`src/rtl/rv32m_pkg.sv`:
```
// RV32M multiply/divide shared definitions.
// Op codes, FSM encoding and decode constant.
package rv32m_pkg;

  localparam logic [6:0] FUNCT7_MULDIV = 7'b0000001;

  localparam logic [2:0] MD_MUL    = 3'b000;
  localparam logic [2:0] MD_MULH   = 3'b001;
  localparam logic [2:0] MD_MULHSU = 3'b010;
  localparam logic [2:0] MD_MULHU  = 3'b011;
  localparam logic [2:0] MD_DIV    = 3'b100;
  localparam logic [2:0] MD_DIVU   = 3'b101;
  localparam logic [2:0] MD_REM    = 3'b110;
  localparam logic [2:0] MD_REMU   = 3'b111;

  typedef enum logic [1:0] {
    S_IDLE = 2'd0,
    S_BUSY = 2'd1,
    S_FIX  = 2'd2,
    S_DONE = 2'd3
  } state_t;

endpackage

```
`src/rtl/rv32m_muldiv_unit_if.sv`:
```
// Request/response bundle of the muldiv unit.
// master = issuing pipeline, slave = unit.
interface rv32m_muldiv_unit_if #(
  parameter int XLEN = 32
) ();
  logic            start;
  logic            req_ready;
  logic [2:0]      funct3;
  logic [XLEN-1:0] src_a;
  logic [XLEN-1:0] src_b;
  logic            kill;
  logic            res_valid;
  logic            res_ready;
  logic [XLEN-1:0] result;
  logic            busy;

  modport master (
    output start, funct3, src_a, src_b, kill, res_ready,
    input  req_ready, res_valid, result, busy
  );

  modport slave (
    input  start, funct3, src_a, src_b, kill, res_ready,
    output req_ready, res_valid, result, busy
  );
endinterface

```
`src/rtl/rv32m_muldiv_iter.sv`:
```
// One iteration of shift-add multiply or
// restoring shift-subtract divide on acc={hi,lo}.
module rv32m_muldiv_iter #(
  parameter int XLEN = 32
) (
  input  logic              is_div,
  input  logic [2*XLEN-1:0] acc,
  input  logic [XLEN-1:0]   opnd,
  output logic [2*XLEN-1:0] acc_next
);

  logic [XLEN:0] sum;
  logic [XLEN:0] part;
  logic [XLEN:0] diff;

  // mul: add multiplicand on lsb, shift right
  // div: shift left, keep difference if no borrow
  always_comb begin
    sum  = {1'b0, acc[2*XLEN-1:XLEN]}
         + (acc[0] ? {1'b0, opnd} : '0);
    part = acc[2*XLEN-1:XLEN-1];
    diff = part - {1'b0, opnd};
    if (is_div) begin
      if (diff[XLEN])
        acc_next = {part[XLEN-1:0], acc[XLEN-2:0], 1'b0};
      else
        acc_next = {diff[XLEN-1:0], acc[XLEN-2:0], 1'b1};
    end else begin
      acc_next = {sum, acc[XLEN-1:1]};
    end
  end

endmodule

```
`src/rtl/rv32m_muldiv_unit.sv`:
```
// Iterative RV32M multiply/divide unit.
// One bit per cycle, kill for flush.
module rv32m_muldiv_unit #(
  parameter int XLEN      = 32,
  parameter int FAST_DIV0 = 1
) (
  input logic                clk,
  input logic                reset,
  rv32m_muldiv_unit_if.slave bus
);
  import rv32m_pkg::*;

  localparam int CW = $clog2(XLEN);
  localparam logic [XLEN-1:0] MIN_INT =
    {1'b1, {(XLEN-1){1'b0}}};

  state_t            state, state_nx;
  logic [CW-1:0]     cnt;
  logic [2:0]        op;
  logic [2*XLEN-1:0] acc, acc_step, prod_fix;
  logic [XLEN-1:0]   opnd, result_q;
  logic              qneg, rneg;

  logic [2:0]        f;
  logic              accept;
  logic              a_sgn, b_sgn, a_neg, b_neg;
  logic              div0, ovf, special;
  logic [XLEN-1:0]   a_mag, b_mag;
  logic [XLEN-1:0]   spec_res, fix_res;

  rv32m_muldiv_iter #(.XLEN(XLEN)) u_iter (
    .is_div   (op[2]),
    .acc      (acc),
    .opnd     (opnd),
    .acc_next (acc_step)
  );

  assign f      = bus.funct3;
  assign accept = bus.start & ~bus.kill
                & (state == S_IDLE);

  // operand magnitudes, signs and special cases
  always_comb begin
    a_sgn = (f == MD_MULH) || (f == MD_MULHSU)
         || (f == MD_DIV)  || (f == MD_REM);
    b_sgn = (f == MD_MULH) || (f == MD_DIV)
         || (f == MD_REM);
    a_neg = a_sgn & bus.src_a[XLEN-1];
    b_neg = b_sgn & bus.src_b[XLEN-1];
    a_mag = a_neg ? -bus.src_a : bus.src_a;
    b_mag = b_neg ? -bus.src_b : bus.src_b;
    div0  = (bus.src_b == '0);
    ovf   = ((f == MD_DIV) || (f == MD_REM))
         && (bus.src_a == MIN_INT)
         && (bus.src_b == '1);
    special = (FAST_DIV0 != 0) && f[2]
           && (div0 || ovf);
    if (div0)
      spec_res = f[1] ? bus.src_a : '1;
    else
      spec_res = f[1] ? '0 : bus.src_a;
  end

  // sign correction and result word select
  always_comb begin
    prod_fix = qneg ? -acc : acc;
    fix_res  = '0;
    unique case (op)
      MD_MUL:
        fix_res = acc[XLEN-1:0];
      MD_MULH, MD_MULHSU, MD_MULHU:
        fix_res = prod_fix[2*XLEN-1:XLEN];
      MD_DIV, MD_DIVU:
        fix_res = qneg ? -acc[XLEN-1:0]
                       : acc[XLEN-1:0];
      default:
        fix_res = rneg ? -acc[2*XLEN-1:XLEN]
                       : acc[2*XLEN-1:XLEN];
    endcase
  end

  // next-state logic, kill overrides everything
  always_comb begin
    state_nx = state;
    unique case (state)
      S_IDLE:
        if (accept)
          state_nx = special ? S_DONE : S_BUSY;
      S_BUSY:
        if (cnt == '0) state_nx = S_FIX;
      S_FIX:
        state_nx = S_DONE;
      S_DONE:
        if (bus.res_ready) state_nx = S_IDLE;
    endcase
    if (bus.kill) state_nx = S_IDLE;
  end

  // state register
  always_ff @(posedge clk or posedge reset) begin
    if (reset) state <= S_IDLE;
    else       state <= state_nx;
  end

  // operand latch, iteration and result register
  always_ff @(posedge clk or posedge reset) begin
    if (reset) begin
      cnt      <= '0;
      op       <= '0;
      acc      <= '0;
      opnd     <= '0;
      qneg     <= 1'b0;
      rneg     <= 1'b0;
      result_q <= '0;
    end else if (!bus.kill) begin
      unique case (state)
        S_IDLE: if (accept) begin
          op   <= f;
          cnt  <= CW'(XLEN-1);
          acc  <= {{XLEN{1'b0}},
                   f[2] ? a_mag : b_mag};
          opnd <= f[2] ? b_mag : a_mag;
          qneg <= (a_neg ^ b_neg)
                & ~(f[2] & div0);
          rneg <= a_neg;
          if (special) result_q <= spec_res;
        end
        S_BUSY: begin
          acc <= acc_step;
          cnt <= cnt - 1'b1;
        end
        S_FIX:
          result_q <= fix_res;
        S_DONE: ;
      endcase
    end
  end

  assign bus.req_ready = (state == S_IDLE);
  assign bus.busy      = (state != S_IDLE);
  assign bus.res_valid = (state == S_DONE);
  assign bus.result    = result_q;

endmodule

```
`src/flat_wrapper.sv`:
```
// flat-port wrapper written by rule: the top's interface ports become plain ports
module rv32m_muldiv_unit_flat import rv32m_pkg::*;
#(
  parameter int XLEN      = 32,
  parameter int FAST_DIV0 = 1
)
  (clk, reset, bus_start, bus_funct3, bus_src_a, bus_src_b, bus_kill, bus_res_ready, bus_req_ready, bus_res_valid, bus_result, bus_busy);
  rv32m_muldiv_unit_if #(.XLEN(XLEN)) bus_i ();
  input logic clk;
  input logic reset;
  input wire logic [$bits(bus_i.start)-1:0] bus_start;
  input wire logic [$bits(bus_i.funct3)-1:0] bus_funct3;
  input wire logic [$bits(bus_i.src_a)-1:0] bus_src_a;
  input wire logic [$bits(bus_i.src_b)-1:0] bus_src_b;
  input wire logic [$bits(bus_i.kill)-1:0] bus_kill;
  input wire logic [$bits(bus_i.res_ready)-1:0] bus_res_ready;
  output wire logic [$bits(bus_i.req_ready)-1:0] bus_req_ready;
  output wire logic [$bits(bus_i.res_valid)-1:0] bus_res_valid;
  output wire logic [$bits(bus_i.result)-1:0] bus_result;
  output wire logic [$bits(bus_i.busy)-1:0] bus_busy;
  assign bus_i.start = bus_start;
  assign bus_i.funct3 = bus_funct3;
  assign bus_i.src_a = bus_src_a;
  assign bus_i.src_b = bus_src_b;
  assign bus_i.kill = bus_kill;
  assign bus_i.res_ready = bus_res_ready;
  assign bus_req_ready = bus_i.req_ready;
  assign bus_res_valid = bus_i.res_valid;
  assign bus_result = bus_i.result;
  assign bus_busy = bus_i.busy;
  rv32m_muldiv_unit #(.XLEN(XLEN), .FAST_DIV0(FAST_DIV0)) u_core (.clk(clk), .reset(reset), .bus(bus_i));
endmodule
```
`config.mk`:
```
export PLATFORM = sky130hd
export DESIGN_NAME = rv32m_muldiv_unit_flat
export DESIGN_NICKNAME = d
export VERILOG_FILES = /design/src/rtl/rv32m_pkg.sv /design/src/rtl/rv32m_muldiv_unit_if.sv /design/src/rtl/rv32m_muldiv_iter.sv /design/src/rtl/rv32m_muldiv_unit.sv /design/src/flat_wrapper.sv
export SDC_FILE = /design/constraint.sdc
export NUM_CORES = 1
export LEC_CHECK = 0
export BUFFER_PORTS_ARGS = -buffer_cell sky130_fd_sc_hd__buf_4
export CORE_ASPECT_RATIO = 0.7
export CORE_MARGIN = 2
export CORE_UTILIZATION = 44
export CTS_CLUSTER_DIAMETER = 200
export DETAILED_ROUTE_END_ITERATION = 7
export SYNTH_ARGS = -nofsm -noshare
export SYNTH_HDL_FRONTEND = slang
export SYNTH_SLANG_ARGS = --single-unit
export TNS_END_PERCENT = 20
```
`constraint.sdc`:
```
create_clock -name clk -period 4.5 [get_ports clk]
set_input_delay 0.675 -clock clk [delete_from_list [all_inputs] [get_ports clk]]
set_output_delay 0.675 -clock clk [all_outputs]
set_load 0.02 [all_outputs]
```
==> flow_summary.toml <==
[grt]
antenna_found_initial = 1
top_usage_layer = "met1"
grt_max_degree = 80
grtUsageMet3_pct = 10.05
grt_pass1_wl_um = 99600
met1_usage_pct = 54.85
gr-total-overflow = 0
grt_use_total_pct = 35.25
gr-usage-met2_pct = 46.60
grt_pass1_vias = 15407

[sta]
timing.final.ws_setup_ns = 0.5178
fin_setup_tns_ns = 0
timing.final.max_slew_violations = 0
period_share_pct = 88.49
fmax_mhz = 251.1
worst_pin_slew_ns = 1.240
hold_viol_final = 0
rsz0062_at_grt = "false"
slew-limit-headroom_pct = 17.31
setup_violations = 0
finalCriticalPeriod_ns = 3.982
clock_skew_ns = 0.01915

[detailed_routing]
drtPass1Iterations = 6
num_vias = 17610
drcViolationCount = 0
vias_per_cell = 6.496
final_antenna_net_count = 0
drt_iter0_markers = 2496
postRouteWirelength_um = 67050
wire_per_inst_um = 24.73

[power]
p_sw_share_pct = 55.56
clkPwrFrac_pct = 11.1
comb_power_share_pct = 69.4
vdd_drop_max_mv = 0.4361
cellLeakagePower_nw = 7.497
p_int_mw = 6.042
p_seq_share_pct = 19.5
power_density_nw_per_um2 = 769.9
power_switching_mw = 7.555

[critical_path]
crit_chain = "inv_1 -> buf_4 -> nor2_1 -> ha_1 -> a21oi_1 -> nor4bb_1 -> o21ai_0 -> a221oi_1 -> nor2_1 -> a311oi_1 -> xnor2_1 -> a221o_1"
crit_type = "reg -> reg"
critPathLaunchType = "register"
path_common_cell = "nor2_1"
arrival_ns = 4.32
crit_required_ns = 4.83
crit_slowest_cell = "a221oi_1"
cp_max_fo = 25
cpPeakStageDelay_ns = 0.61
critPathCaptureType = "register"

[clock_network]
hold_buffers = 0
postCtsSetupBuffers = 0
cts_resized = 0
cts_sinks = 140
clk_pin_slew_worst_paths_ns = 0.07
cts_tree = "built"
cts-root-buf = "clkbuf_16"
cts_buffer_depth = 2
htreeDepth = 4
clk_latency_ns = 0.46
cts_made_buffers = 17

[floorplanning]
die_h_um = 162.6
pin_count = 107
die-area_um2 = 37480
initial_utilization_pct = 44.36
core_um2 = 35630
row_count = 58
die_width_um = 230.5

[job]
max-cap-violations = 0

[yosys]
synthFlopType = "dfrtp_1"
yosysWarnings = 0
synth_area_leaders = "dfrtp_1 22%, o21ai_0 6.9%, ha_1 5.9%"
synth_edf_count = 0
synth_commonest_cells = "245 x nand2_1, 230 x nor2_1, 218 x o21ai_0, 187 x a21oi_1, 143 x clkbuf_1"
synth.distinct_cells = 81
synth_area_leader_cell = "dfrtp_1"
synth_fp_nets = 2344
synth.most_common_cell = "nand2_1"
synthCells = 2195
syn_area_per_cell_um2 = 7.202
synth-seq-area-share_pct = 22.16
async_reset_ff_share_pct = 100.0
synthesis.area_um2 = 15810
synth_seq_cells = 140
synth_top_area_share_pct = 22.16

[status]
status = "finished clean"

[placement]
place_hpwl_um = 51730
gp_congestion = 1.022
placed_area_um2 = 17070
place_inst = 2679
place_ws_ns = 0.4706
port_buffers = 106

[layout]
drive_above_1_share_pct = 11.43
final_area_um2 = 17660
area_growth_pct = 11.73
num-fill-cells = 3572
antenna_cells = 0
instances_no_fill = 2711
nets = 2367

[worst_hold_path]
hp-class = "in -> async"
## metrics by stage
step	power, mW	hold WS [ns]	util [%]
after global placement	11.62	0.4653	47.91
after floorplan	8.618	0.4498	-
after CTS	13.25	0.4020	49.57
after global routing	14.46	0.4076	49.57
after detailed placement	11.69	0.4669	47.91
final	13.60	0.3546	49.57
## layout by cell type, fill, tap and decap left out, types with 22 or more instances in the layout
cell,instances
or4_1,24
o31ai_1,34
a21o_1,30
a211oi_1,57
nand3_1,48
buf_4,164
a21oi_1,187
a22oi_1,33
xnor2_1,93
a31oi_1,29
inv_1,82
dfrtp_1,139
xor2_1,80
ha_1,73
or3_1,24
nor3_1,44
nand4_1,23
o21ai_0,217
nand2b_1,22
nand2_1,245
mux2_2,30
nor2_1,229
mux2i_1,24
## critical path: cells and delay by family, from the launching register on
kind                     cells  cell delay [ns]
AO/OA/AOI/OAI                5             1.76
buffers and inverters        2             0.61
AND/OR/NAND/NOR              3             0.58
flip-flops                   1             0.45
adder cells (fa/ha/maj)      1             0.35
XOR/XNOR                     1             0.10
## worst paths after layout
check,endpoint,slack (ns),cells after the start,startpoint
max,u_core.acc[56],0.52,12,u_core.acc[0]
min in group clk,u_core.state[1],0.45,2,bus_kill
max in group asynchronous,u_core.bus.result[24],3.27,3,reset
min reg2reg,u_core.opnd[9],0.48,2,u_core.opnd[9]
max reg2reg,u_core.acc[56],0.52,12,u_core.acc[0]
min,u_core.op[2],0.35,2,reset
## cells by family (layout without fill, tap and decap cells)
logic type	count (synthesis)	in the layout	synth area share, %
compound gates	751	751	29.91
simple gates	742	742	21.82
buf+inv	247	283	5.976
flops	140	140	22.16
xor+xnor	173	173	9.585
mux	54	54	3.657
fa+ha+maj	88	88	6.886
## power groups by stage
| stage | sequential [mW] | combinational [mW] | clock, mW |
|---|---|---|---|
| after floorplan | 2.28 | 6.34 | 0 |
| after global placement | 2.61 | 9.01 | 0 |
| after detailed placement | 2.62 | 9.07 | 0 |
| after CTS | 2.60 | 9.12 | 1.52 |
| after global routing | 2.70 | 10.2 | 1.57 |
| final | 2.65 | 9.43 | 1.52 |
## routing by layer
layer / part of all wire [%] / up-vias
met4: 2.1 / 0
met1: 46 / 8411
li1: - / 8028
met3: 13 / 83
met2: 38 / 1088
met5: 0 / -
## registers in the layout (all words and copies together) (netlist names)
register	cells
u_core.rneg	1
u_core.qneg	1
u_core.state	2
u_core.op	3
u_core.acc	64
u_core.opnd	32
u_core.bus.result	32
u_core.cnt	5
## area by class of cell
class	count	area, um^2	share of cell area [%]
clock inverter	13	156.4	0.8855
clock buffer	19	432.9	2.451
multi-input combinational	1808	11370	64.37
inverter	85	324.1	1.835
timing repair buffer	166	1271	7.198
tap	480	600.6	3.400
sequential	140	3507	19.86
(Power assumes the default switching activity.)
